### src/rtl/key_event_arbiter.sv
// Debounces four active-low board keys and turns accepted level changes
// into a single stream of press/release events with a valid/ready handshake.
//
// Per-key debounce FSM:
//   state      | meaning
//   -----------+-----------------------------------------------------------
//   ST_STABLE  | synchronized key matches key_level; nothing to confirm
//   ST_CONFIRM | synchronized key differs; counting ticks until accepted
module key_event_arbiter #(
  parameter int TICK_DIV     = 5000,
  parameter int STABLE_TICKS = 10
) (
  input  logic       clk,
  input  logic       rst_n,
  input  logic [3:0] in_key,
  output logic [3:0] key_level,
  output logic       evt_valid,
  output logic [1:0] evt_key,
  output logic       evt_press,
  input  logic       evt_ready,
  output logic       evt_lost
);

  localparam int TW = (TICK_DIV > 1) ? $clog2(TICK_DIV) : 1;
  localparam int CW = $clog2(STABLE_TICKS + 1);
  localparam logic [TW-1:0] TICK_LAST = TW'(TICK_DIV - 1);
  localparam logic [CW-1:0] CNT_LAST  = CW'(STABLE_TICKS - 1);

  typedef enum logic {ST_STABLE, ST_CONFIRM} state_t;

  logic [3:0]    sync_a, sync_b;
  logic [3:0]    pressed;
  logic [TW-1:0] tick_cnt;
  logic          tick;

  state_t        key_state [4];
  state_t        state_nxt [4];
  logic [CW-1:0] stab_cnt  [4];
  logic [CW-1:0] cnt_nxt   [4];
  logic [3:0]    level_nxt;

  // Pending flags: bit 2k = press of key k, bit 2k+1 = release of key k,
  // so the lowest set bit is also the highest-priority event.
  logic [7:0]    pend;
  logic [7:0]    set_flags;
  logic [7:0]    clr_flags;
  logic [7:0]    avail;
  logic          handshake;
  logic          win_found;
  logic [2:0]    win_idx;

  // Two-flop synchronizer; released (high) keys are the reset value.
  always_ff @(posedge clk or negedge rst_n) begin
    if (!rst_n) begin
      sync_a <= 4'hF;
      sync_b <= 4'hF;
    end else begin
      sync_a <= in_key;
      sync_b <= sync_a;
    end
  end

  assign pressed = ~sync_b;

  // Shared debounce tick: free-running 0..TICK_DIV-1.
  always_ff @(posedge clk or negedge rst_n) begin
    if (!rst_n) begin
      tick_cnt <= '0;
    end else if (tick) begin
      tick_cnt <= '0;
    end else begin
      tick_cnt <= tick_cnt + 1'b1;
    end
  end

  assign tick = (tick_cnt == TICK_LAST);

  // Debounce FSM state registers and accepted levels.
  always_ff @(posedge clk or negedge rst_n) begin
    if (!rst_n) begin
      for (int k = 0; k < 4; k++) begin
        key_state[k] <= ST_STABLE;
        stab_cnt[k]  <= '0;
      end
      key_level <= '0;
    end else begin
      for (int k = 0; k < 4; k++) begin
        key_state[k] <= state_nxt[k];
        stab_cnt[k]  <= cnt_nxt[k];
      end
      key_level <= level_nxt;
    end
  end

  // Debounce next-state: a glitch back to the accepted level aborts the count
  // before any tick in that cycle is considered.
  always_comb begin
    level_nxt = key_level;
    set_flags = '0;
    for (int k = 0; k < 4; k++) begin
      state_nxt[k] = key_state[k];
      cnt_nxt[k]   = stab_cnt[k];
      case (key_state[k])
        ST_STABLE: begin
          if (pressed[k] != key_level[k]) begin
            state_nxt[k] = ST_CONFIRM;
            cnt_nxt[k]   = '0;
          end
        end
        ST_CONFIRM: begin
          if (pressed[k] == key_level[k]) begin
            state_nxt[k] = ST_STABLE;
            cnt_nxt[k]   = '0;
          end else if (tick) begin
            if (stab_cnt[k] == CNT_LAST) begin
              level_nxt[k] = ~key_level[k];
              state_nxt[k] = ST_STABLE;
              cnt_nxt[k]   = '0;
              if (key_level[k]) begin
                set_flags[2*k+1] = 1'b1;
              end else begin
                set_flags[2*k] = 1'b1;
              end
            end else begin
              cnt_nxt[k] = stab_cnt[k] + 1'b1;
            end
          end
        end
        default: begin
          state_nxt[k] = ST_STABLE;
          cnt_nxt[k]   = '0;
        end
      endcase
    end
  end

  assign handshake = evt_valid & evt_ready;

  // Flag retired by an accepted event; excluded from this cycle's arbitration.
  always_comb begin
    clr_flags = '0;
    if (handshake) begin
      clr_flags[{evt_key, ~evt_press}] = 1'b1;
    end
  end

  assign avail = pend & ~clr_flags;

  // Fixed-priority pick of the lowest pending index.
  always_comb begin
    win_found = 1'b0;
    win_idx   = '0;
    for (int i = 0; i < 8; i++) begin
      if (avail[i] && !win_found) begin
        win_found = 1'b1;
        win_idx   = 3'(i);
      end
    end
  end

  // Pending flags, sticky overwrite detection and the registered event slot.
  always_ff @(posedge clk or negedge rst_n) begin
    if (!rst_n) begin
      pend      <= '0;
      evt_lost  <= 1'b0;
      evt_valid <= 1'b0;
      evt_key   <= '0;
      evt_press <= 1'b0;
    end else begin
      pend <= avail | set_flags;
      if (|(set_flags & avail)) begin
        evt_lost <= 1'b1;
      end
      if (!evt_valid || handshake) begin
        evt_valid <= win_found;
        if (win_found) begin
          evt_key   <= win_idx[2:1];
          evt_press <= ~win_idx[0];
        end
      end
    end
  end

endmodule
### config.mk
export PLATFORM = sky130hd
export DESIGN_NAME = key_event_arbiter
export DESIGN_NICKNAME = d
export VERILOG_FILES = /design/src/rtl/key_event_arbiter.sv
export SDC_FILE = /design/constraint.sdc
export NUM_CORES = 1
export LEC_CHECK = 0
export ABC_AREA = 1
export CORE_MARGIN = 1
export CORE_UTILIZATION = 55
export CTS_CLUSTER_DIAMETER = 200
export CTS_CLUSTER_SIZE = 20
export DETAILED_ROUTE_END_ITERATION = 12
export GPL_TIMING_DRIVEN = 1
export PLACE_DENSITY_LB_ADDON = 0.15
export SLEW_MARGIN = 15
export SYNTH_ARGS = -nofsm -noshare
export SYNTH_HDL_FRONTEND = slang
export SYNTH_SLANG_ARGS = --single-unit
### constraint.sdc
create_clock -name clk -period 1.7 [get_ports clk]
set_input_delay 0.17 -clock clk [delete_from_list [all_inputs] [get_ports clk]]
set_output_delay 0.17 -clock clk [all_outputs]
set_load 0.005 [all_outputs]
==> flow_summary.ini <==
[hold_path]
hold_path_class = in2reg
worstHoldStart = in_key[0]

[yosys]
syn-num-nets = 358
yosysSeqAreaShare = 0.5050
synth_edf_count = 0
yosys-top-cells-area = dfrtp_1, nand2_1, inv_1
synth.avg_cell_area_um2 = 8.462
synth.ff_latch_count = 58
yosysWarnings = 0
yosys.area.top_type = dfrtp_1
netlist_area_um2 = 2894
synth_top_cell_area_share = 0.4323
synthCells = 342
async_reset_ff_frac = 1.000
synthFlopType = dfrtp_1
yosysUniqueCellTypes = 31

[place]
pre_cts_slack_ns = -0.1157
place_congestion = 0.8216
io_buffers = 15
dpl.hpwl_um = 3937

[clocking]
cts_sinks = 58
worstSkewPairLatency_ns = 0.33
tritoncts = done
cts_root_buf = clkbuf_8
cts_buffer_depth = 2
h-tree-depth = 3
cts_buffers = 9
clk_pin_slew_ns = 0.07

[timing]
rsz0062_at_grt = yes
hold_violations = 0
fin_tns_setup_ns = 0
hold_slack_ns = 0.2420
finClkSkew_ns = 0.007972
slew_viol_final = 0
min_period_ns = 1.686
timing.final.crit_share = 0.9918
max_freq_mhz = 593.1
tightest_slew_ns = 0.5270
relSlewSlack = 0.6486
fin_ws_ns = 0.01388
setup_viol = 0

[power]
seqPwrFrac = 0.388
ir_worst_vdd_v = 0.0006694
comb_power_share = 0.255
power_density_nw_per_um2 = 1138
clock_power_share = 0.358
swShare = 0.3011
p_leak_nw = 1.845
p_int_mw = 2.910
switchingPower_mw = 1.254

[grt]
grt_max_degree = 24
globalRouteTotalUtil = 0.2279
antenna_found_initial = 0
grt_pass1_wl_um = 9321
grt_use_met3 = 0.05962
use_met1 = 0.3083
grt_pass1_vias = 2108
grt.overflow.total = 0
grt_busiest_layer = met2
grtUsageMet2 = 0.3493

[final_layout]
seqCellArea_um2 = 1463
multi_input_area_um2 = 1284
diodes = 0
area_delta_synth_final_pct = 26.42
fill_cells = 404
drive_gt1_frac = 0.2141
fin_nets = 408

[setup_path]
critPathKind = reg2reg
r2r-end = evt_lost
r2r_cells = 12
reg2reg_setup_slack_ns = 0.01
crit_start = tick_cnt[0]
critPathRequiredTime_ns = 1.97
cp_max_fo = 4
cp-endpoint = evt_lost
worstReg2RegStart = tick_cnt[0]
cp-end-kind = register
cp_data_arrival_time_ns = 1.96
start_kind = register

[routing]
vias = 2320
drt-initial-drc-count = 113
wl_um = 5796
postRouteAntennaNets = 0
firstDrtPassIters = 4
drc = 0
viasPerCell = 4.968
wl_per_cell_um = 12.41

[floorplan]
die_area_um2 = 5556
die_w_um = 74.54
core_area_um2 = 5075
ios = 16
die_h_um = 74.54
start_util = 0.5703
std_cell_rows = 26

[run_status]
outcome = finished, final reports clean

[flow_run]
cap_viol_max_count = 0
-- worst min path at each step --
| stage | endpoint | slack [ns] | cells past startpoint |
|---|---|---|---|
| 2_1_floorplan | evt_key[0] | -0.13 | 0 |
| 3_3_place_gp | evt_key[0] | 0.17 | 1 |
| 3_5_place_dp | evt_press | 0.17 | 1 |
| 4_1_cts | sync_a[0] | 0.23 | 1 |
| 5_1_grt | sync_a[1] | 0.23 | 1 |
| 6_report | sync_a[0] | 0.24 | 1 |
-- routing by layer --
metal	up-vias	wire, µm
li1	1195	-
met5	-	0
met1	1085	2794
met2	34	2770
met4	0	63
met3	6	168
-- placed cells by master, fill, tap and decap left out, types with 2 or more instances in the layout --
cell type        count
nand3_2              5
nand3b_1             4
ha_1                 8
nor3_1               5
o21ai_2              5
nand4_1              8
dfstp_2              8
inv_2                3
clkbuf_8            12
xor2_1               5
nand2_2              6
o21ai_1             15
xnor2_1              6
o21ai_0             11
inv_1               56
nor2_2               2
nand2_1             71
nor2_4               5
a21oi_1              5
dfrtp_1             49
nor2_1              30
bufinv_16            2
o22ai_1              5
buf_4               23
clkdlybuf4s50_1     14
mux2i_1              2
nand3_1             15
-- metrics by stage --
| step | instance area, µm² | std cells | util | power, mW |
|---|---|---|---|---|
| 3_5_place_dp | 3293 | 448 | 0.6489 | 2.594 |
| 6_report | 3659 | 467 | 0.7209 | 4.164 |
| 4_1_cts | 3597 | 467 | 0.7088 | 4.090 |
| 2_1_floorplan | 2894 | 342 | - | 2.220 |
| 3_3_place_gp | 3293 | 448 | 0.6489 | 2.570 |
| 5_1_grt | 3659 | 467 | 0.7209 | 4.395 |
-- area by class of cell --
| type | count | area share |
|---|---|---|
| clock buffers | 12 | 0.04514 |
| clock inverters | 4 | 0.01984 |
| inverters | 60 | 0.06224 |
| multi-input cells | 222 | 0.3509 |
| flip-flops and latches | 58 | 0.3998 |
| well taps | 70 | 0.02394 |
| repair buffers | 41 | 0.09815 |
-- cells in the mapped netlist (2+ instances only) --
master,n
nand4_1,8
o22ai_1,5
nand3_2,2
o21ai_2,2
ha_1,9
dfstp_2,8
nand2_2,3
o21ai_0,19
o21ai_1,10
xnor2_1,6
xor2_1,5
nor3_1,5
a21oi_1,6
nand3_1,18
nor2_2,2
mux2i_1,2
nand2_1,75
nor2_4,2
inv_1,59
nand3b_1,4
nor2_1,33
dfrtp_1,50
-- flip-flops by register name (all words and copies together), names as in the netlist, 2 cells and up --
name and flops:
tick_cnt 13, sync_b 4, sync_a 4, pend 8
evt_key 2, stab_cnt 16, key_state 4, key_level 4
-- kinds of logic (layout without fill, tap and decap cells) --
kind of cell    Yosys count  after routing  share of synthesized area
mux                       2              2                   0.006918
fa+ha+maj                 9              9                    0.03891
xor+xnor                 11             11                    0.03329
simple gates            155            155                     0.2451
compound gates           45             45                    0.08647
flops                    58             58                     0.5050
buf+inv                  62            117                    0.08430
-- critical path: stages (launching register included) --
cell	delay [ns]
dfrtp_1	0.40
ha_4	0.18
nand2_4	0.06
inv_2	0.06
nand3_2	0.06
nor2_2	0.12
nand2_2	0.10
buf_6	0.16
nor3_4	0.19
nand3b_1	0.13
nand2_2	0.08
inv_2	0.03
nand3_2	0.05
-- power by group through the flow --
stage | Combinational [mW] | Clock, mW | Sequential [mW]
after floorplan | 0.610 | 0 | 1.61
after global placement | 0.938 | 0 | 1.63
after detailed placement | 0.966 | 0 | 1.63
after CTS | 0.976 | 1.51 | 1.60
after global routing | 1.20 | 1.57 | 1.62
final | 1.06 | 1.49 | 1.61
-- what timing repair did --
item                       CTS  global route
setup endpoints to repair   18            24
cloned                       0             0
buffers inserted             2             0
resized for setup           12            24
hold buffers                 1             0
hold endpoints to repair    18             0
pin swaps                    6             8
(Power assumes the default switching activity.)
